$ cat config.mk
export PLATFORM = sky130hd
export DESIGN_NAME = iir_biquad_cascade_tdm_flat
export DESIGN_NICKNAME = d
export VERILOG_FILES = /design/src/rtl/iir_biquad_cascade_tdm_if.sv /design/src/rtl/iir_biquad_cascade_tdm.sv /design/src/flat_wrapper.sv
export SDC_FILE = /design/constraint.sdc
export NUM_CORES = 2
export LEC_CHECK = 0
export ABC_AREA = 0
export CORE_MARGIN = 5
export CORE_UTILIZATION = 45
export CTS_CLUSTER_DIAMETER = 50
export DETAILED_ROUTE_END_ITERATION = 10
export PLACE_DENSITY = 0.71
export SLEW_MARGIN = 25
export SYNTH_ARGS = -nofsm -noshare
export SYNTH_HDL_FRONTEND = slang
export SYNTH_SLANG_ARGS = --single-unit
$ cat constraint.sdc
create_clock -name clk -period 45.5 [get_ports clk]
set_input_delay 13.65 -clock clk [delete_from_list [all_inputs] [get_ports clk]]
set_output_delay 13.65 -clock clk [all_outputs]
set_load 0.02 [all_outputs]
$ cat src/rtl/iir_biquad_cascade_tdm_if.sv
// Sample and coefficient ports of the time-multiplexed biquad cascade.
// Master drives samples/coefficients, slave is the filter.
interface iir_biquad_cascade_tdm_if #(
  parameter int WIDTH = 32,
  parameter int AW    = 5
);
  logic                    in_valid;
  logic                    in_ready;
  logic signed [WIDTH-1:0] x;
  logic                    out_valid;
  logic signed [WIDTH-1:0] y;
  logic                    coef_we;
  logic [AW-1:0]           coef_addr;
  logic signed [WIDTH-1:0] coef_data;
  logic                    coef_err;

  modport master (
    output in_valid, x, coef_we, coef_addr, coef_data,
    input  in_ready, out_valid, y, coef_err
  );

  modport slave (
    input  in_valid, x, coef_we, coef_addr, coef_data,
    output in_ready, out_valid, y, coef_err
  );
endinterface

$ cat src/rtl/iir_biquad_cascade_tdm.sv
// Cascade of DF-II biquads sharing one multiplier/accumulator,
// one MAC step per cycle, with saturation and coefficient port.
module iir_biquad_cascade_tdm #(
  parameter int WIDTH    = 32,
  parameter int FRAC     = 20,
  parameter int SECTIONS = 4,
  parameter int GAIN     = 6
) (
  input logic                   clk,
  input logic                   rst,
  iir_biquad_cascade_tdm_if.slave bus
);

  localparam int NCOEF = 5 * SECTIONS;
  localparam int CAW   = $clog2(NCOEF);
  localparam int SW    = (SECTIONS > 1) ? $clog2(SECTIONS) : 1;
  localparam int NZ    = 1 << SW;
  localparam int AW    = 2 * WIDTH + 4;
  localparam int PW    = 2 * WIDTH;

  localparam logic signed [AW-1:0] MAXA =
    {{(AW-WIDTH+1){1'b0}}, {(WIDTH-1){1'b1}}};
  localparam logic signed [AW-1:0] MINA =
    {{(AW-WIDTH+1){1'b1}}, {(WIDTH-1){1'b0}}};
  localparam logic signed [WIDTH-1:0] MAXW =
    {1'b0, {(WIDTH-1){1'b1}}};
  localparam logic signed [WIDTH-1:0] MINW =
    {1'b1, {(WIDTH-1){1'b0}}};

  typedef enum logic [1:0] {IDLE, RUN, DONE} state_t;
  typedef logic signed [WIDTH-1:0] coef_arr_t [NCOEF];

  function automatic coef_arr_t coef_init();
    coef_arr_t c;
    for (int i = 0; i < NCOEF; i++) begin
      c[i] = '0;
      if (i % 5 == 0) c[i][FRAC] = 1'b1;
    end
    return c;
  endfunction

  function automatic logic signed [WIDTH-1:0] sat(
    input logic signed [AW-1:0] v
  );
    if (v > MAXA) return MAXW;
    else if (v < MINA) return MINW;
    else return v[WIDTH-1:0];
  endfunction

  state_t                  state_q;
  logic                    in_ready_q;
  logic                    out_valid_q;
  logic                    coef_err_q;
  logic signed [WIDTH-1:0] y_q;
  logic signed [WIDTH-1:0] xs_q;
  logic signed [WIDTH-1:0] w_q;
  logic signed [AW-1:0]    acc_q;
  logic [SW-1:0]           s_q;
  logic [2:0]              k_q;
  logic signed [WIDTH-1:0] z1_q [NZ];
  logic signed [WIDTH-1:0] z2_q [NZ];

  // Power-up pass-through; rst deliberately leaves coefficients alone.
  coef_arr_t coef_q = coef_init();

  logic [2:0]              ksel;
  logic [CAW-1:0]          cidx;
  logic signed [WIDTH-1:0] cmul;
  logic signed [WIDTH-1:0] dmul;
  logic signed [WIDTH-1:0] w_d;
  logic signed [WIDTH-1:0] xs_d;
  logic signed [WIDTH-1:0] y_d;
  logic signed [PW-1:0]    prod;
  logic signed [AW-1:0]    prod_x;
  logic signed [AW-1:0]    xs_ext;
  logic signed [AW-1:0]    base;
  logic signed [AW-1:0]    acc_d;
  logic                    sub;
  logic                    last;
  logic                    addr_ok;
  logic                    wr_ok;

  // Step k uses coefficient a1,a2,b0,b1,b2 in that order.
  always_comb begin
    ksel   = (k_q >= 3'd2) ? k_q - 3'd2 : k_q + 3'd3;
    cidx   = CAW'(5 * 32'(s_q) + 32'(ksel));
    cmul   = coef_q[cidx];
    xs_ext = {{(AW-WIDTH){xs_q[WIDTH-1]}}, xs_q};
    w_d    = sat(acc_q >>> FRAC);
    dmul   = w_d;
    sub    = 1'b0;
    base   = acc_q;
    unique case (k_q)
      3'd0: begin
        dmul = z1_q[s_q];
        sub  = 1'b1;
        base = xs_ext <<< FRAC;
      end
      3'd1: begin
        dmul = z2_q[s_q];
        sub  = 1'b1;
      end
      3'd2: begin
        dmul = w_d;
        base = '0;
      end
      3'd3: dmul = z1_q[s_q];
      default: dmul = z2_q[s_q];
    endcase
    prod   = cmul * dmul;
    prod_x = {{(AW-PW){prod[PW-1]}}, prod};
    acc_d  = sub ? base - prod_x : base + prod_x;
    xs_d   = sat(acc_d >>> FRAC);
    y_d    = sat(xs_ext <<< GAIN);
  end

  assign last    = (s_q == SW'(SECTIONS - 1));
  assign addr_ok = (32'(bus.coef_addr) < 32'(NCOEF));
  assign wr_ok   = bus.coef_we && addr_ok && (state_q == IDLE);

  always_ff @(posedge clk) begin
    if (!rst && wr_ok) coef_q[bus.coef_addr] <= bus.coef_data;
  end

  always_ff @(posedge clk) begin
    if (rst) begin
      state_q     <= IDLE;
      in_ready_q  <= 1'b1;
      out_valid_q <= 1'b0;
      coef_err_q  <= 1'b0;
      y_q         <= '0;
      xs_q        <= '0;
      w_q         <= '0;
      acc_q       <= '0;
      s_q         <= '0;
      k_q         <= '0;
      for (int i = 0; i < NZ; i++) begin
        z1_q[i] <= '0;
        z2_q[i] <= '0;
      end
    end else begin
      out_valid_q <= 1'b0;
      coef_err_q  <= bus.coef_we && !wr_ok;
      unique case (state_q)
        IDLE: begin
          if (in_ready_q && bus.in_valid) begin
            xs_q       <= bus.x;
            s_q        <= '0;
            k_q        <= '0;
            in_ready_q <= 1'b0;
            state_q    <= RUN;
          end else begin
            in_ready_q <= 1'b1;
          end
        end
        RUN: begin
          acc_q <= acc_d;
          if (k_q == 3'd2) w_q <= w_d;
          if (k_q == 3'd4) begin
            z2_q[s_q] <= z1_q[s_q];
            z1_q[s_q] <= w_q;
            xs_q      <= xs_d;
            k_q       <= '0;
            if (last) state_q <= DONE;
            else s_q <= s_q + 1'b1;
          end else begin
            k_q <= k_q + 3'd1;
          end
        end
        DONE: begin
          y_q         <= y_d;
          out_valid_q <= 1'b1;
          state_q     <= IDLE;
        end
        default: state_q <= IDLE;
      endcase
    end
  end

  assign bus.in_ready  = in_ready_q;
  assign bus.out_valid = out_valid_q;
  assign bus.y         = y_q;
  assign bus.coef_err  = coef_err_q;

endmodule

$ cat src/flat_wrapper.sv
// flat-port wrapper written by rule: the top's interface ports become plain ports
module iir_biquad_cascade_tdm_flat 
#(
  parameter int WIDTH    = 32,
  parameter int FRAC     = 20,
  parameter int SECTIONS = 4,
  parameter int GAIN     = 6
)
  (clk, rst, bus_in_valid, bus_x, bus_coef_we, bus_coef_addr, bus_coef_data, bus_in_ready, bus_out_valid, bus_y, bus_coef_err);
  iir_biquad_cascade_tdm_if #(.WIDTH(WIDTH)) bus_i ();
  input logic clk;
  input logic rst;
  input wire logic [$bits(bus_i.in_valid)-1:0] bus_in_valid;
  input wire logic [$bits(bus_i.x)-1:0] bus_x;
  input wire logic [$bits(bus_i.coef_we)-1:0] bus_coef_we;
  input wire logic [$bits(bus_i.coef_addr)-1:0] bus_coef_addr;
  input wire logic [$bits(bus_i.coef_data)-1:0] bus_coef_data;
  output wire logic [$bits(bus_i.in_ready)-1:0] bus_in_ready;
  output wire logic [$bits(bus_i.out_valid)-1:0] bus_out_valid;
  output wire logic [$bits(bus_i.y)-1:0] bus_y;
  output wire logic [$bits(bus_i.coef_err)-1:0] bus_coef_err;
  assign bus_i.in_valid = bus_in_valid;
  assign bus_i.x = bus_x;
  assign bus_i.coef_we = bus_coef_we;
  assign bus_i.coef_addr = bus_coef_addr;
  assign bus_i.coef_data = bus_coef_data;
  assign bus_in_ready = bus_i.in_ready;
  assign bus_out_valid = bus_i.out_valid;
  assign bus_y = bus_i.y;
  assign bus_coef_err = bus_i.coef_err;
  iir_biquad_cascade_tdm #(.WIDTH(WIDTH), .FRAC(FRAC), .SECTIONS(SECTIONS), .GAIN(GAIN)) u_core (.clk(clk), .rst(rst), .bus(bus_i));
endmodule
# == Word level (Yosys, flattened, before mapping) ==
# Memories as Yosys holds them, arrays and structs flattened. A register that Yosys moved wholly into a read port is not among the register bits.
# Index checks and enable logic that the tools add are counted.
# totals
n_memories,3
ff_bits,174
wordCells,105
in_bits,73
mem_bits_rw,896
# memory_table
memory,depth,word_bits,rd,rd_clocked_by_memory_dff,write_ports,line,rtl
u_core.coef_q,20,32,1,0,1,iir_biquad_cascade_tdm.sv:64,coef_arr_t coef_q = coef_init();
u_core.z1_q,4,32,1,1,4,iir_biquad_cascade_tdm.sv:60,logic signed [WIDTH-1:0] z1_q [NZ];
u_core.z2_q,4,32,1,1,4,iir_biquad_cascade_tdm.sv:61,logic signed [WIDTH-1:0] z2_q [NZ];
# classes
mul,2
n_reduce_logical,19
n_lt_le_gt_ge,8
addsub,7
n_eq_ne,11
mux,45
# op_table
cell,count
two-way mux 32 bit,10
case mux 68 bit (2 select lines),1
case mux 32 bit (2 select lines),2
"greater-than comparator 48 x 32 -> 1 bit, second input constant",2
"< comparator 48 x 32 -> 1 bit, second input constant",2
adder 68 x 64 -> 68 bit,1
two-way mux 68 bit,1
subtractor 68 x 64 -> 68 bit,1
multiplier 32 x 32 -> 64 bit,1
OR reduction 32 bit,2
"greater-than comparator 38 x 32 -> 1 bit, second input constant",1
"< comparator 38 x 32 -> 1 bit, second input constant",1
two-way mux 2 bit,12
two-way mux 1 bit,13
two-way mux 3 bit,3
case mux 2 bit (2 select lines),2
"equality test 3 x 2 -> 1 bit, second input constant",2
case mux 3 bit (2 select lines),1
AND reduction 3 bit,2
adder 5 x 3 -> 5 bit,1
logical AND 1 bit,5
"< comparator 5 bit, second input constant",1
"multiplier 3 x 2 -> 5 bit, first input constant",1
"equality test 2 bit, second input constant",2
other kinds (17),22

# == Depth between registers and ports, before layout ==
# logic_depth
ltp_word,12
ltp_mapped,65
mapped_depth_nobuf,54

# == Worst setup path after synthesis ==
# OpenSTA, ideal clock, no wires.
# synth_path
kind,input to register
start,input port rst
end,memory u_core.coef_q[8][0] (netlist bit) (enable)
setup_slack_ns,28.429
arrival_ns,16.610
path_stages,4
t_required_ns,45.039
setup_time_ns,0.461
cell_sequence,nand2b_1 nor4_1 nand3b_1 nor3_1
# synth_between
elab_chain_len,4
# synth_lines
element,line,rtl
"start, declared",flat_wrapper.sv:12,input logic rst;
logical NOT 1 bit,iir_biquad_cascade_tdm.sv:122,if (!rst && wr_ok) coef_q[bus.coef_addr] <= bus.coef_data;
logical AND 1 bit,iir_biquad_cascade_tdm.sv:122,
two-way mux 1 bit,iir_biquad_cascade_tdm.sv:122,
two-way mux 1 bit (implied by the code),iir_biquad_cascade_tdm.sv:122,
"end, declared",iir_biquad_cascade_tdm.sv:64,
# Every way passes these cells.

# == Worst setup path in the final report ==
# layout_path
start,register u_core.k_q[0]
end,register u_core.xs_q[12]
# layout_between
elab_chain_len,12
word_cells_on_any_way,28
cone_classes,add/sub: 5; mul: 1; order compare: 3; eq/ne: 5; mux: 9; reduce/logical: 4; memory: 1
# layout_lines
element,line,rtl
"start, declared",iir_biquad_cascade_tdm.sv:59,logic [2:0] k_q;
"start signal, assigned",iir_biquad_cascade_tdm.sv:167,k_q <= k_q + 3'd1;
adder 3 x 2 -> 3 bit (tied with other cells),iir_biquad_cascade_tdm.sv:85,ksel = (k_q >= 3'd2) ? k_q - 3'd2 : k_q + 3'd3;
two-way mux 3 bit,iir_biquad_cascade_tdm.sv:85,
adder 5 x 3 -> 5 bit,iir_biquad_cascade_tdm.sv:86,cidx = CAW'(5 * 32'(s_q) + 32'(ksel));
memory (20 x 32 bit),n/a,
multiplier 32 x 32 -> 64 bit,iir_biquad_cascade_tdm.sv:110,prod = cmul * dmul;
adder 68 x 64 -> 68 bit or subtractor 68 x 64 -> 68 bit (tied branches),iir_biquad_cascade_tdm.sv:112,acc_d = sub ? base - prod_x : base + prod_x;
two-way mux 68 bit,iir_biquad_cascade_tdm.sv:112,
< comparator 48 x 32 -> 1 bit,iir_biquad_cascade_tdm.sv:46,else if (v < MINA) return MINW;
two-way mux 32 bit,iir_biquad_cascade_tdm.sv:46,
two-way mux 32 bit,iir_biquad_cascade_tdm.sv:45,if (v > MAXA) return MAXW;
two-way mux 32 bit,iir_biquad_cascade_tdm.sv:159,if (k_q == 3'd4) begin
case mux 32 bit (2 select lines),iir_biquad_cascade_tdm.sv:144,unique case (state_q)
"end signal, assigned",iir_biquad_cascade_tdm.sv:147,xs_q <= bus.x;
"end signal, assigned",iir_biquad_cascade_tdm.sv:162,xs_q <= xs_d;
"end, declared",iir_biquad_cascade_tdm.sv:55,logic signed [WIDTH-1:0] xs_q;
# Parallel ways exist; a longest one is shown, timed or not. The select of a mux whose other input is x is not followed.
# A chain may end at the register's enable or synchronous reset.

==> impl_metrics.ini <==
[hold_path]
min_path_cells = 2
hp-start = u_core.acc_q[11]
worst_hold_path_class = register to register
worstHoldEndpoint = u_core.acc_q[11]

[synthesis]
syn-num-nets = 9022
synthesis.yosys.warnings = 0
synthesis_stage_register_bit_count = 1067
async_flop_share = 0
count_of_unique_library_cells_instantiated_by_yosys = 99
post_synth_main_area_contributors = sky130_fd_sc_hd__edfxtp_1 31%, sky130_fd_sc_hd__fa_1 25%, sky130_fd_sc_hd__mux4_2 6.4%
area_of_the_mapped_netlist_mm2 = 0.0855
synthesis.instances = 7599
yosysTopAreaCell = sky130_fd_sc_hd__edfxtp_1
synthFlopType = sky130_fd_sc_hd__edfxtp_1
synthDominantCellAreaShare = 0.315
synth-edff-count = 896
synth.avg_cell_area_um2 = 11.2
synth_sequential_area_ratio = 0.355

[outcome]
status = complete, no violations

[detailed_routing]
ant_nets = 0
drc_errors = 0
average_wire_per_standard_cell_um = 25.5
via_per_inst = 5.90
firstDrtPassIters = 6
drt_initial_violations = 6251
routed-via-count = 59834
drt_wl_total_mm = 259

[sta]
report.final.slew_viol_count = 0
worst_slack_ps = 24980
timing.setup.tns_ps = 0
period_needed_ps = 20520
clock_skew_ps = 78.1
timing.fmax_ghz = 0.0487
max-slew-margin-rel = 0.285
setup_viol = 0
rsz0062_at_grt = no
final_min_period_over_clock_period = 0.451
hold_viol = 0
worst_slew_pin_slew_ps = 1060

[cts]
clkTransAtPathRegs_ps = 60
clkSinkCount = 1067
cts.root.buffer_cell = sky130_fd_sc_hd__clkbuf_16
clock_latency_ps = 780
cts-root-to-sink-buffers = 3
cts-buffers-inserted = 106
clock_tree_from_tritoncts = built
cts_resized = 0
cts_stage_hold_buffer_count = 0
h_tree_lvls = 3
postCtsSetupRepairBufs = 0

[floorplan]
chipHeight_um = 446
initial_core_util = 0.451
fp.dieArea_mm2 = 0.199
row_count = 160
design.core.area_mm2 = 0.190
ios = 108
die_w_um = 446

[finish]
final_layout_size_suffix_gt1_frac = 0.102
syn2layout_area_growth_pct = 9.46
nets = 8950

[global_routing]
grt_start_max_net_pins = 104
antenna_violations_before_repair = 13
grt_first_pass_wirelength_mm = 392
global_route.overflow_total = 0
first_global_vias = 63079
grtUsageTotal = 0.262

[worst_setup_path]
combined_buffer_and_inverter_count_along_the_critical_path = 9
reg2reg_from = u_core.k_q[0]
cp.arrival_ps = 21080
timing.rr.end = u_core.xs_q[12]
cp.required_ps = 46060
crit_fanout = 52
timing.reg2reg.worst_path_depth = 53
worst_path_max_delay_cell = sky130_fd_sc_hd__buf_4
critPathMostFrequentCell = sky130_fd_sc_hd__fa_1
cell_class_contributing_the_biggest_share_of_worst_path_delay = adder cells
setup.worst_path.end_class = register
timing.critical_path.slowest_cell_delay_ps = 760
timing.setup.critical_path_class = register to register
worstSetupStartpointType = register
ff2ff_setup_slack_ps = 24980

[placed_design]
numPortBuffers = 107
gp_routability_congestion = 0.967
dpl_worst_slack_ps = 24900
dpl.hpwl_mm = 183

[flow_run]
maxCapViolCount = 0
[kinds of logic (layout without fill, tap and decap cells)]
logic type	Yosys count	in the layout	synth area share
xor+xnor	173	173	0.0177
buf+inv	1440	1456	0.0640
simple gates	2302	2302	0.121
flops	1067	1067	0.355
compound gates	927	927	0.0736
fa+ha+maj	1350	1350	0.293
mux	340	340	0.0762
other cells	0	7	0
[per-layer routing]
metal | vias up | wire (um) | part of all wire | GRT usage
met5 | - | 80 | 0.00031 | 0
met4 | 10 | 11900 | 0.046 | 0.107
met3 | 710 | 25300 | 0.098 | 0.0559
met2 | 3135 | 125000 | 0.48 | 0.434
met1 | 30735 | 97100 | 0.38 | 0.337
li1 | 25244 | - | - | -
[final cells by class]
type                       instances  area (um2)
clock inverter                    63         815
timing repair buffer             243        2210
fill                           16514       96000
antenna                            7        17.5
sequential                      1067       30300
tap                             2511        3140
multi-input combinational       5092       50400
clock buffer                     133        2790
inverter                        1017        3820
[cells in the mapped netlist, types with 18 or more instances]
master,number
sky130_fd_sc_hd__a31oi_1,22
sky130_fd_sc_hd__o21a_1,29
sky130_fd_sc_hd__and2_1,314
sky130_fd_sc_hd__o21ai_0,166
sky130_fd_sc_hd__clkbuf_1,362
sky130_fd_sc_hd__a22o_1,32
sky130_fd_sc_hd__xor2_1,70
sky130_fd_sc_hd__a21oi_1,314
sky130_fd_sc_hd__xnor2_1,103
sky130_fd_sc_hd__or3_1,28
sky130_fd_sc_hd__inv_1,1013
sky130_fd_sc_hd__fa_1,1085
sky130_fd_sc_hd__o21bai_1,30
sky130_fd_sc_hd__a311oi_2,30
sky130_fd_sc_hd__or2_2,18
sky130_fd_sc_hd__nand3_1,41
sky130_fd_sc_hd__nand2_1,787
sky130_fd_sc_hd__o211ai_1,22
sky130_fd_sc_hd__nor2_1,858
sky130_fd_sc_hd__nand4_1,60
sky130_fd_sc_hd__buf_1,42
sky130_fd_sc_hd__a211oi_1,53
sky130_fd_sc_hd__nor3_1,60
sky130_fd_sc_hd__a21o_1,42
sky130_fd_sc_hd__nand2b_1,38
sky130_fd_sc_hd__mux2i_1,54
sky130_fd_sc_hd__edfxtp_1,896
sky130_fd_sc_hd__nor4_1,21
sky130_fd_sc_hd__mux2_2,42
sky130_fd_sc_hd__mux4_2,244
sky130_fd_sc_hd__dfxtp_1,171
sky130_fd_sc_hd__ha_1,265
sky130_fd_sc_hd__a221oi_1,18
[per-stage QoR]
step / hold WS, ps / util / area (um2) / instances
2_1_floorplan: 427 / - / 85500 / 7599
3_3_place_gp: 434 / 0.473 / 89700 / 9924
5_1_grt: 468 / 0.493 / 93500 / 10126
3_5_place_dp: 443 / 0.474 / 89900 / 9929
4_1_cts: 452 / 0.493 / 93500 / 10125
6_report: 451 / 0.493 / 93500 / 10133
[cell usage in the layout, fill, tap and decap left out, types with 20 or more instances in the layout]
cell type,count
sky130_fd_sc_hd__xor2_1,69
sky130_fd_sc_hd__nor2_1,838
sky130_fd_sc_hd__a31oi_1,20
sky130_fd_sc_hd__mux4_2,244
sky130_fd_sc_hd__a22o_1,32
sky130_fd_sc_hd__nand2_1,785
sky130_fd_sc_hd__mux2i_1,30
sky130_fd_sc_hd__mux2i_2,20
sky130_fd_sc_hd__a211oi_1,53
sky130_fd_sc_hd__clkdlybuf4s50_1,106
sky130_fd_sc_hd__edfxtp_1,896
sky130_fd_sc_hd__nor3_1,54
sky130_fd_sc_hd__nand3_1,41
sky130_fd_sc_hd__a21o_1,42
sky130_fd_sc_hd__o21bai_1,29
sky130_fd_sc_hd__clkbuf_16,106
sky130_fd_sc_hd__nand4_1,60
sky130_fd_sc_hd__o211ai_1,22
sky130_fd_sc_hd__nand2b_1,38
sky130_fd_sc_hd__inv_1,1013
sky130_fd_sc_hd__o21a_1,29
sky130_fd_sc_hd__a311oi_2,30
sky130_fd_sc_hd__clkinv_2,23
sky130_fd_sc_hd__dfxtp_1,169
sky130_fd_sc_hd__a21oi_1,312
sky130_fd_sc_hd__o21ai_0,164
sky130_fd_sc_hd__and2_1,314
sky130_fd_sc_hd__buf_4,129
sky130_fd_sc_hd__ha_1,263
sky130_fd_sc_hd__or3_1,28
sky130_fd_sc_hd__clkbuf_1,23
sky130_fd_sc_hd__xnor2_1,103
sky130_fd_sc_hd__fa_1,1084
sky130_fd_sc_hd__mux2_2,42
[state kept, by name (all words and copies together) (netlist names), named ones only]
register,count
u_core.acc_q,68
u_core.bus.coef_err,1
u_core.bus.in_ready,1
u_core.bus.out_valid,1
u_core.bus.y,27
u_core.coef_q,640
u_core.k_q,3
u_core.s_q,2
u_core.state_q,2
u_core.w_q,32
u_core.xs_q,32
u_core.z1_q,128
u_core.z2_q,128
[how the worst max path moves through the flow]
stage / slack, ps / start / cells past startpoint / endpoint
after global placement: 24680 / u_core.k_q[0] / 52 / u_core.xs_q[9]
after detailed placement: 24900 / u_core.k_q[0] / 52 / u_core.xs_q[1]
after CTS: 24860 / u_core.k_q[0] / 52 / u_core.xs_q[1]
after floorplan: 28430 / rst / 4 / u_core.coef_q[8][0]
after global routing: 24050 / u_core.k_q[0] / 55 / u_core.xs_q[12]
final: 24980 / u_core.k_q[0] / 53 / u_core.xs_q[12]
[tightest hold or removal path: stages, from the launching register on]
cell and delay [ps]:
sky130_fd_sc_hd__dfxtp_1 300, sky130_fd_sc_hd__nand2_1 50, sky130_fd_sc_hd__a21oi_1 50
Power is left out: the tool's default activity adds up to more than one toggle a clock period on the data nets, which glitch-free logic cannot reach.
